File: src/rtl/instr_fetch.sv
// Instruction fetch unit: issues PC-addressed reads to a fixed-latency instruction
// memory and buffers the address-tagged returns in a small FIFO for the decoder.
module instr_fetch #(
    parameter int ADDR_W  = 8,
    parameter int DATA_W  = 8,
    parameter int MEM_LAT = 2,
    parameter int DEPTH   = 4
) (
    input  logic              clk,
    input  logic              RST,
    input  logic [ADDR_W-1:0] pc_addr,
    output logic              pc_en,
    input  logic              flush,
    output logic [ADDR_W-1:0] mem_addr,
    output logic              mem_rd,
    input  logic [DATA_W-1:0] mem_rdata,
    output logic [DATA_W-1:0] instr,
    output logic [ADDR_W-1:0] instr_addr,
    output logic              instr_valid,
    input  logic              instr_ready
);

    localparam int PTR_W = (DEPTH > 1) ? $clog2(DEPTH) : 1;
    localparam int CNT_W = $clog2(DEPTH + 1);
    localparam logic [CNT_W:0] DEPTH_C = (CNT_W + 1)'(DEPTH);

    logic [MEM_LAT-1:0] tag_valid_q, tag_valid_d;
    logic [ADDR_W-1:0]  tag_addr_q  [MEM_LAT];
    logic [ADDR_W-1:0]  tag_addr_d  [MEM_LAT];
    logic [DATA_W-1:0]  fifo_data_q [DEPTH];
    logic [DATA_W-1:0]  fifo_data_d [DEPTH];
    logic [ADDR_W-1:0]  fifo_addr_q [DEPTH];
    logic [ADDR_W-1:0]  fifo_addr_d [DEPTH];
    logic [PTR_W-1:0]   wr_ptr_q, wr_ptr_d;
    logic [PTR_W-1:0]   rd_ptr_q, rd_ptr_d;
    logic [CNT_W-1:0]   count_q, count_d;
    logic [CNT_W:0]     inflight;
    logic               issue;
    logic               push;
    logic               pop;

    assign instr_valid = !RST && (count_q != '0);
    assign instr       = fifo_data_q[rd_ptr_q];
    assign instr_addr  = fifo_addr_q[rd_ptr_q];
    assign mem_rd      = issue;
    assign pc_en       = issue;
    assign mem_addr    = pc_addr;

    // Credits: buffered plus in-flight entries never exceed DEPTH, so every
    // returning read finds a free slot. Pops only free credit a cycle later.
    always_comb begin
        inflight = '0;
        for (int i = 0; i < MEM_LAT; i++) begin
            inflight = inflight + (CNT_W + 1)'(tag_valid_q[i]);
        end
        issue = !RST && !flush && (({1'b0, count_q} + inflight) < DEPTH_C);
    end

    // NOTE: every _d gets its default first, so no branch leaves one unassigned and no latch is inferred.
    always_comb begin
        tag_valid_d = '0;
        tag_addr_d  = tag_addr_q;
        fifo_data_d = fifo_data_q;
        fifo_addr_d = fifo_addr_q;
        wr_ptr_d    = wr_ptr_q;
        rd_ptr_d    = rd_ptr_q;
        count_d     = count_q;
        push        = 1'b0;
        pop         = 1'b0;

        tag_valid_d[0] = issue;
        tag_addr_d[0]  = pc_addr;
        for (int i = 1; i < MEM_LAT; i++) begin
            tag_valid_d[i] = tag_valid_q[i-1];
            tag_addr_d[i]  = tag_addr_q[i-1];
        end

        if (RST) begin
            tag_valid_d = '0;
            count_d     = '0;
            wr_ptr_d    = '0;
            rd_ptr_d    = '0;
            // NOTE: storage is reset too, so instr/instr_addr read 0 until the first push.
            for (int i = 0; i < DEPTH; i++) begin
                fifo_data_d[i] = '0;
                fifo_addr_d[i] = '0;
            end
        end else if (flush) begin
            tag_valid_d = '0;
            count_d     = '0;
            wr_ptr_d    = '0;
            rd_ptr_d    = '0;
        end else begin
            push = tag_valid_q[MEM_LAT-1];
            pop  = instr_valid && instr_ready;
            if (push) begin
                fifo_data_d[wr_ptr_q] = mem_rdata;
                fifo_addr_d[wr_ptr_q] = tag_addr_q[MEM_LAT-1];
                wr_ptr_d              = wr_ptr_q + PTR_W'(1);
            end
            if (pop) begin
                rd_ptr_d = rd_ptr_q + PTR_W'(1);
            end
            if (push && !pop) begin
                count_d = count_q + CNT_W'(1);
            end else if (!push && pop) begin
                count_d = count_q - CNT_W'(1);
            end
        end
    end

    // NOTE: state uses non-blocking assignment; the combinational next-state logic above uses blocking.
    always_ff @(posedge clk) begin
        tag_valid_q <= tag_valid_d;
        tag_addr_q  <= tag_addr_d;
        fifo_data_q <= fifo_data_d;
        fifo_addr_q <= fifo_addr_d;
        wr_ptr_q    <= wr_ptr_d;
        rd_ptr_q    <= rd_ptr_d;
        count_q     <= count_d;
    end

endmodule
File: config.mk
export PLATFORM = sky130hd
export DESIGN_NAME = instr_fetch
export DESIGN_NICKNAME = d
export VERILOG_FILES = /design/src/rtl/instr_fetch.sv
export SDC_FILE = /design/constraint.sdc
export NUM_CORES = 1
export LEC_CHECK = 0
export CORE_ASPECT_RATIO = 0.6
export CORE_MARGIN = 3
export CORE_UTILIZATION = 54
export CTS_BUF_LIST = sky130_fd_sc_hd__clkbuf_16
export CTS_CLUSTER_SIZE = 28
export DETAILED_ROUTE_END_ITERATION = 8
export GPL_ROUTABILITY_DRIVEN = 0
export PLACE_DENSITY_LB_ADDON = 0.3
export SETUP_SLACK_MARGIN = 0.05
export SYNTH_ARGS = -nofsm -noshare
export SYNTH_HDL_FRONTEND = slang
export SYNTH_SLANG_ARGS = --single-unit
File: constraint.sdc
create_clock -name clk -period 2.1 [get_ports clk]
set_input_delay 0.42 -clock clk [delete_from_list [all_inputs] [get_ports clk]]
set_output_delay 0.42 -clock clk [all_outputs]
set_load 0.005 [all_outputs]
Word-level counts from Yosys, hierarchy flattened. Index checks and enable logic that the tools add are counted.

Register bits: 89. Latch bits: 0. Memory bits (writable): 0. Bits in read-only memories: 0. Input bits: 20. Output and inout port bits: 27. Word-level logic and storage cells: 54. Memories kept: 0.

Add/subtract/negate cells: 6. Multiply operators: 0. Divide/modulo/power cells: 0. Order comparisons: 4. Equal/unequal tests: 0. Shift-type cells: 0. Muxes and demuxes: 12. Bitwise gates (word level): 3. Reductions and logical operators: 15.

Operator list (count): $bwmux W32 (2); $mux W8 (5); $bmux W8 S2 (2); $demux W8 S2 (1); $logic_and A1 B1 Y1 (7); $ge A3 B3 Y1 const B (2); $mux W3 (2); $not A2 Y3 (2); $add A2 B1 Y2 const B (2); $add A3 B2 Y4 (1); $logic_not A1 Y1 (4); $lt A4 B3 Y1 const B (1); $add A3 B1 Y3 const B (1); $lt A3 B1 Y1 const B (1); $reduce_bool A3 Y1 (1); $sub A3 B1 Y3 const B (1); $add A1 B1 Y2 (1); $reduce_and A2 Y1 (1); $reduce_bool A2 Y1 (1); $reduce_or A2 Y1 (1); $not A1 Y1 (1).

Depth between registers and ports, before layout. Gate-level depths: netlist (run 1).

Depth in word-level cells: 6. Gate-level depth with buffers: 9. Depth with buffers taken out: 9.

Worst setup path before layout (run 1). No wires, ideal clock.

Kind: reg2reg. From: register count_q[0]. To: register count_q[2]. Setup time: 0.125 ns. Data arrival time: 1.811 ns. Required time: 1.975 ns. Path slack: 0.164 ns. Cell stages (with the launch flop): 10. Path buffers: 0. Period minus slack after synthesis: 1.936 ns. Cells stage by stage: dfxtp_1 nor3_1 nor2_1 nand2_1 ha_1 inv_1 fa_1 xor2_1 o211ai_1 o31ai_1.

Cells in the longest elaborated chain, start to end: 6. Elaborated cells between the ends (all ways): 11. Those cells by class: add/sub (2); mux (2); reduce/logical (7).

RTL lines: start: declaration (line 36) `logic [CNT_W-1:0] count_q, count_d;`; start signal: assignment (line 120) `count_q <= count_d;`; $reduce_bool A3 Y1 * (line 42) `assign instr_valid = !RST && (count_q != '0);`; $logic_and A1 B1 Y1 * (line 42); net instr_valid (line 19) `output logic instr_valid,`; $logic_and A1 B1 Y1 * (line 95) `pop = instr_valid && instr_ready;`; $logic_not A1 Y1 (line 104) `if (push && !pop) begin`; $logic_and A1 B1 Y1 (line 104); $mux W3 or $reduce_bool A2 Y1 (tied branches).

The timed path passes the listed nets; every way through them passes the cells marked *. The select of a mux whose other input is x is not followed. A chain may end at the register's enable or synchronous reset.

Final worst setup path (run 1).
From: register rd_ptr_q[0]. To: output instr_addr[5].

Cells in the longest elaborated chain, start to end: 4.

RTL lines: start: declaration (line 35) `logic [PTR_W-1:0] rd_ptr_q, rd_ptr_d;`; start signal: assignment (line 119) `rd_ptr_q <= rd_ptr_d;`; $not A2 Y3 (not written as such) (line 44) `assign instr_addr = fifo_addr_q[rd_ptr_q];`; $bmux W8 S2 (line 44); $mux W8 (not written as such) (2 in a row) (line 44); end: declaration (line 18) `output logic [ADDR_W-1:0] instr_addr,`.

No other way between the ends. The select of a mux whose other input is x is not followed.

==> out/metrics.yaml, run 1 <==
hp-start: "tag_addr_d[6]$_DFF_P_"
tightest_slew_ns: 0.441
fin_util: 0.717
crit_arrival_ns: 1.63
drcViolationCount: 0
yosys-top-cells-area: "dfxtp_1 (49%), nand2_1 (13%), a21oi_1 (9.4%)"
reg2reg_from: "count_q[2]$_SDFFE_PN0P_"
syn_area_mm2: 0.00360
powerDensity_mw_per_mm2: 814
fp.dieArea_mm2: 0.00772
status: "finished clean"
critPathLaunchType: "flip-flop"
maxCapViolCount: 0
top_level_ports: 47
die_y_um: 69.3
cts_sinks: 89
clock-root-buffer: "clkbuf_16"
syn_area_per_cell_um2: 9.51
dp_hpwl_um: 5400
clk_pin_slew_ns: 0.06
ys_types: 31
period_needed_ns: 2.05
async_reset_ff_frac: 0
holdWs_ns: 0.322
cts_tree: "built"
synthMostInstantiatedCell: "nand2_1"
grt_max_degree: 44
place.port_buffers: 46
synth_largest_area_cell: "dfxtp_1"
antenna_found_initial: 0
fin_crit_sh: 0.978
power.leakage_nw: 1.68
clockBufferDepth: 2
synth-seq-cells: 89
hold_viol_final: 0
drv_slew: 0
synth_top_area_frac: 0.494
areaGrowthSynthToFinish_pct: 24.9
start_util: 0.574
final_antenna_net_count: 0
clkLatencyLatePin_ns: 0.34
vias: 2850
rows: 22
relSlewSlack: 0.706
drtIter0Drc: 191
critical_path_class: "flip-flop to primary output"
nets: 462
ys_warn_count: 0
grtUsageTotal: 0.225
crit_path_max_fanout: 9
diodes: 0
fin_worst_skew_ns: 0.00495
h-tree-depth: 3
finalWirelength_um: 8510
grt_pass1_wl_um: 13900
cp-startpoint: "rd_ptr_q[0]$_SDFFE_PN0P_"
syn_inst: 379
via_per_inst: 5.44
drive_above_1_share: 0.189
synth_common_cells: "nand2_1 (129), dfxtp_1 (89), a21oi_1 (68)"
grt_pass1_vias: 2814
firstDrtPassIters: 5
rsz0062_at_grt: "true"
syn-num-nets: 406
end_kind: "primary output"
synthFlopType: "dfxtp_1"
yosysSeqAreaShare: 0.494
cts_buffers: 9
synth_edf_count: 0
placed_cells: 501
finalSetupViolCount: 0
fmax_ghz: 0.487
coreArea_mm2: 0.00628
worstPathRequired_ns: 1.68
irDropWorstVdd_uv: 587
fin_setup_tns_ns: 0
final_area_mm2: 0.00450
fin_cells: 524
place_area_mm2: 0.00412
wire_per_inst_um: 16.2
die_w_um: 111
overflow: 0
hp-class: "flip-flop to flip-flop"
state kept, by name (all words and copies together) (netlist names):
register / cells
wr_ptr_q: 2
fifo_data_q: 32
fifo_addr_q: 32
rd_ptr_q: 2
count_q: 3
tag_addr_q: 8
tag_addr_d: 8
tag_valid_q: 2
metrics by stage:
step / worst slack (ns) / power (W)
2_1_floorplan: 0.164 / 0.00183
3_3_place_gp: -0.201 / 0.00191
3_5_place_dp: -0.256 / 0.00192
4_1_cts: -0.0682 / 0.00369
5_1_grt: 0.00838 / 0.00376
6_report: 0.0463 / 0.00366
power by group:
part | internal [W] | leakage [nW] | total (W) | switching [W]
Sequential | 0.00171 | 0.726 | 0.00172 | 0.0000159
Clock | 0.00115 | 0.166 | 0.00178 | 0.000631
Combinational | 0.0000843 | 0.791 | 0.000156 | 0.0000720
critical path, stage by stage, from the launching register on:
cell,delay [ns]
dfxtp_4,0.37
bufbuf_16,0.28
mux4_2,0.51
clkbuf_2,0.13
worst paths after layout:
| check | end | slack, ns | cells past startpoint |
|---|---|---|---|
| worst min-delay path | tag_addr_q[6]$_DFF_P_ | 0.32 | 0 |
| worst max-delay path | instr_addr[5] | 0.05 | 3 |
| worst max register to register | count_q[2]$_SDFFE_PN0P_ | 0.25 | 9 |
| worst min register to register | tag_addr_q[6]$_DFF_P_ | 0.32 | 0 |
layout by cell type, fill, tap and decap left out, types with 2 or more instances in the layout:
master	count
nand2_1	129
dfxtp_1	86
a21oi_1	67
buf_4	28
clkdlybuf4s50_1	27
mux4_2	13
clkbuf_16	9
clkbuf_2	8
nor2_1	6
ha_1	6
buf_6	6
clkdlybuf4s15_1	5
inv_1	4
and3b_1	4
mux4_1	3
bufinv_16	3
dfxtp_4	3
buf_2	3
nand3b_1	2
nand3b_2	2
o21ai_0	2
or3_1	2
mux2i_1	2
xor2_1	2
clkinv_1	2
kinds of logic (layout without fill, tap and decap cells):
| logic type | count (synthesis) | in the layout | share of synthesized area |
|---|---|---|---|
| compound gates | 73 | 73 | 0.103 |
| fa+ha+maj | 7 | 7 | 0.0264 |
| buf+inv | 38 | 99 | 0.0743 |
| simple gates | 151 | 151 | 0.176 |
| xor+xnor | 3 | 3 | 0.00729 |
| flops | 89 | 89 | 0.494 |
| mux | 18 | 18 | 0.118 |
per-layer routing:
layer | track usage | wire length [µm] | up-vias
met1 | 0.317 | 3890 | 1364
met3 | 0.0663 | 539 | 15
met5 | 0 | 0 | -
met2 | 0.345 | 3960 | 104
met4 | 0.0513 | 122 | 0
li1 | - | - | 1367
area by class of cell:
class                      instances  area, µm²
sequential                        89       1790
fill                             477       1780
multi-input combinational        252       1540
timing repair buffer              80        714
clock buffer                       9        225
clock inverter                     7        110
tap                               84        105
inverter                           3       11.3
what timing repair did:
item                                    in CTS  in global routing
cloned                                       1                  0
buffers inserted                             6                  0
gates resized for setup                     53                 23
pin swaps                                    0                  1
hold buffers                                 0                  0
endpoints found under the setup margin      18                 13
Note: power is estimated with default switching activity, not from simulation.
==> run 2: changes to the inputs <==
--- a/config.mk
+++ b/config.mk
@@ -11,7 +11,7 @@
 export CTS_BUF_LIST = sky130_fd_sc_hd__clkbuf_16
 export CTS_CLUSTER_SIZE = 28
 export DETAILED_ROUTE_END_ITERATION = 8
-export GPL_ROUTABILITY_DRIVEN = 0
+export GPL_ROUTABILITY_DRIVEN = 1
 export PLACE_DENSITY_LB_ADDON = 0.3
 export SETUP_SLACK_MARGIN = 0.05
 export SYNTH_ARGS = -nofsm -noshare
==> results of run 2 <==
Final layout, timing and power as in run 1 (identical DEF).
==> run 3: changes to the inputs <==
--- a/config.mk
+++ b/config.mk
@@ -7,11 +7,10 @@
 export LEC_CHECK = 0
 export CORE_ASPECT_RATIO = 0.6
 export CORE_MARGIN = 3
-export CORE_UTILIZATION = 54
+export CORE_UTILIZATION = 47
 export CTS_BUF_LIST = sky130_fd_sc_hd__clkbuf_16
 export CTS_CLUSTER_SIZE = 28
 export DETAILED_ROUTE_END_ITERATION = 8
-export GPL_ROUTABILITY_DRIVEN = 1
 export PLACE_DENSITY_LB_ADDON = 0.3
 export SETUP_SLACK_MARGIN = 0.05
 export SYNTH_ARGS = -nofsm -noshare
==> run 3 against run 2 <==
The run now ends with negative setup slack left. First-iteration DRC count shrank 4.7%. Combinational power hardly changed. Wire length shrank 2.6%. Via count is 2.6% lower. Non-clock buffer count shrank 2. Clock skew barely moved. Hold slack gained 0.0014 ns. Critical path type unchanged. Critical endpoint is now instr_addr[7]. Largest cell class unchanged.
==> out/metrics.yaml, run 3 (synthesized netlist as in run 1, its figures left out) <==
status: "finished with violations"
violations: "negative setup slack"
place.port_buffers: 46
seqPwrFrac: 0.468
relSlewSlack: 0.479
clk_pin_slew_ns: 0.06
power.internal_w: 0.00295
reg2reg_from: "count_q[0]$_SDFFE_PN0P_"
final_cell_mix: "nand2_1 (129), dfxtp_1 (86), a21oi_1 (67)"
hold_depth: 0
hold_viol_final: 0
grtUsageTotal: 0.208
crit_path_max_fanout: 4
cts_buffers: 9
die_y_um: 73.8
top_level_ports: 47
reg.largest.list: "fifo_addr_q x32, fifo_data_q x32"
overflow: 0
fp.dieArea_mm2: 0.00879
power.leakage_nw: 1.67
r2r_setup_slack_ns: 0.24
tightest_slew_ns: 0.782
end_kind: "primary output"
final_antenna_net_count: 0
hp-class: "flip-flop to flip-flop"
period_needed_ns: 2.11
worst_slack_ns: -0.00507
pre_cts_ws_ns: -0.205
p_sw_w: 0.000732
cts_tree: "built"
gp_congestion: 0.785
fin_crit_sh: 1.00
grt_max_degree: 46
coreArea_mm2: 0.00736
mostFrequentLayoutCell: "nand2_1"
cts_sinks: 89
grt_pass1_wl_um: 14000
cts-hold-fix-buffers: 0
clkLatencyLatePin_ns: 0.34
vias: 2776
firstDrtPassIters: 4
fin_util: 0.612
maxCapViolCount: 0
finalSetupViolCount: 1
ff2ff_path_depth: 9
rsz0062_at_grt: "true"
p_total_w: 0.00368
worstPathRequired_ns: 1.68
nets: 460
drcViolationCount: 0
areaGrowthSynthToFinish_pct: 24.9
diodes: 0
rows: 24
crit_arrival_ns: 1.69
wire_per_inst_um: 15.3
multiInputGateArea_mm2: 0.00154
drive_above_1_share: 0.189
clockBufferDepth: 2
sw_frac_of_total: 0.199
cp_slowest_cell: "mux4_2"
h-tree-depth: 3
min_to: "tag_addr_q[1]$_DFF_P_"
regArea_mm2: 0.00179
finalWirelength_um: 8290
critical-path-max-stage-delay_ns: 0.49
irDropWorstVdd_uv: 914
drtIter0Drc: 182
fin_worst_skew_ns: 0.00529
path_cells: "buf_12 -> buf_8 -> buf_12 -> mux4_2 -> buf_2"
via_per_inst: 5.12
critPathLaunchType: "flip-flop"
grt_pass1_vias: 2749
fmax_ghz: 0.475
nFillCells: 616
die_w_um: 119
cp_common_cell: "buf_12"
clock-root-buffer: "clkbuf_16"
holdWs_ns: 0.324
powerDensity_mw_per_mm2: 819
antenna_found_initial: 0
clkPwrFrac: 0.491
hp-start: "tag_addr_d[1]$_DFF_P_"
start_util: 0.490
pwr-share-comb: 0.042
rr_endpoint: "count_q[2]$_SDFFE_PN0P_"
drv_slew: 0
dp_hpwl_um: 5260
critical_path_class: "flip-flop to primary output"
==> run 3: stage by stage <==
stage / instance area, µm² / instances / TNS (ns)
floorplan: 3600 / 379 / 0
global placement: 4100 / 514 / -0.402
detailed placement: 4100 / 514 / -0.412
CTS: 4490 / 540 / -0.113
global route: 4500 / 542 / -0.0718
finish: 4500 / 542 / -0.00507
==> run 3: worst max-delay path: cells and delay by family, from the launching register on <==
kind	cells	cell delay (ns)
buffers and inverters	4	0.48
DFF	1	0.37
muxes	1	0.49
==> run 3: area by class of cell <==
cell class,count,share of cell area
Clock buffer,9,0.0500
Multi-Input combinational cell,252,0.341
Clock inverter,7,0.0261
Timing Repair Buffer,78,0.153
Tap cell,104,0.0289
Inverter,3,0.00250
Sequential cell,89,0.398
==> run 3: timing repair <==
action,in CTS,in global routing
cloned,0,0
resized for setup,65,20
endpoints found under the setup margin,18,16
buffers inserted,10,3
==> run 3: how the worst max path moves through the flow <==
| stage | startpoint | end | slack [ns] | depth (start not counted) |
|---|---|---|---|---|
| floorplan | count_q[0]$_SDFFE_PN0P_ | count_q[2]$_SDFFE_PN0P_ | 0.16 | 9 |
| global placement | flush | mem_rd | -0.20 | 4 |
| detailed placement | flush | pc_en | -0.20 | 4 |
| CTS | rd_ptr_q[0]$_SDFFE_PN0P_ | instr[5] | -0.07 | 6 |
| global route | rd_ptr_q[0]$_SDFFE_PN0P_ | instr_addr[7] | -0.04 | 5 |
| finish | rd_ptr_q[0]$_SDFFE_PN0P_ | instr_addr[7] | -0.005 | 5 |
==> run 3: power groups by stage <==
stage / clock network, W / registers (W) / logic, W
floorplan: 0 / 0.00176 / 0.0000715
global placement: 0 / 0.00176 / 0.000150
detailed placement: 0 / 0.00176 / 0.000151
CTS: 0.00185 / 0.00172 / 0.000152
global route: 0.00193 / 0.00173 / 0.000168
finish: 0.00181 / 0.00172 / 0.000154
==> run 3: metal layers <==
metal / track usage / part of all wire / vias up / routed length (µm)
met2: 0.323 / 0.45 / 101 / 3710
met3: 0.0754 / 0.088 / 6 / 726
li1: - / - / 1371 / -
met5: 0 / 0 / - / 0
met4: 0.0616 / 0.0060 / 0 / 50
met1: 0.276 / 0.46 / 1298 / 3800
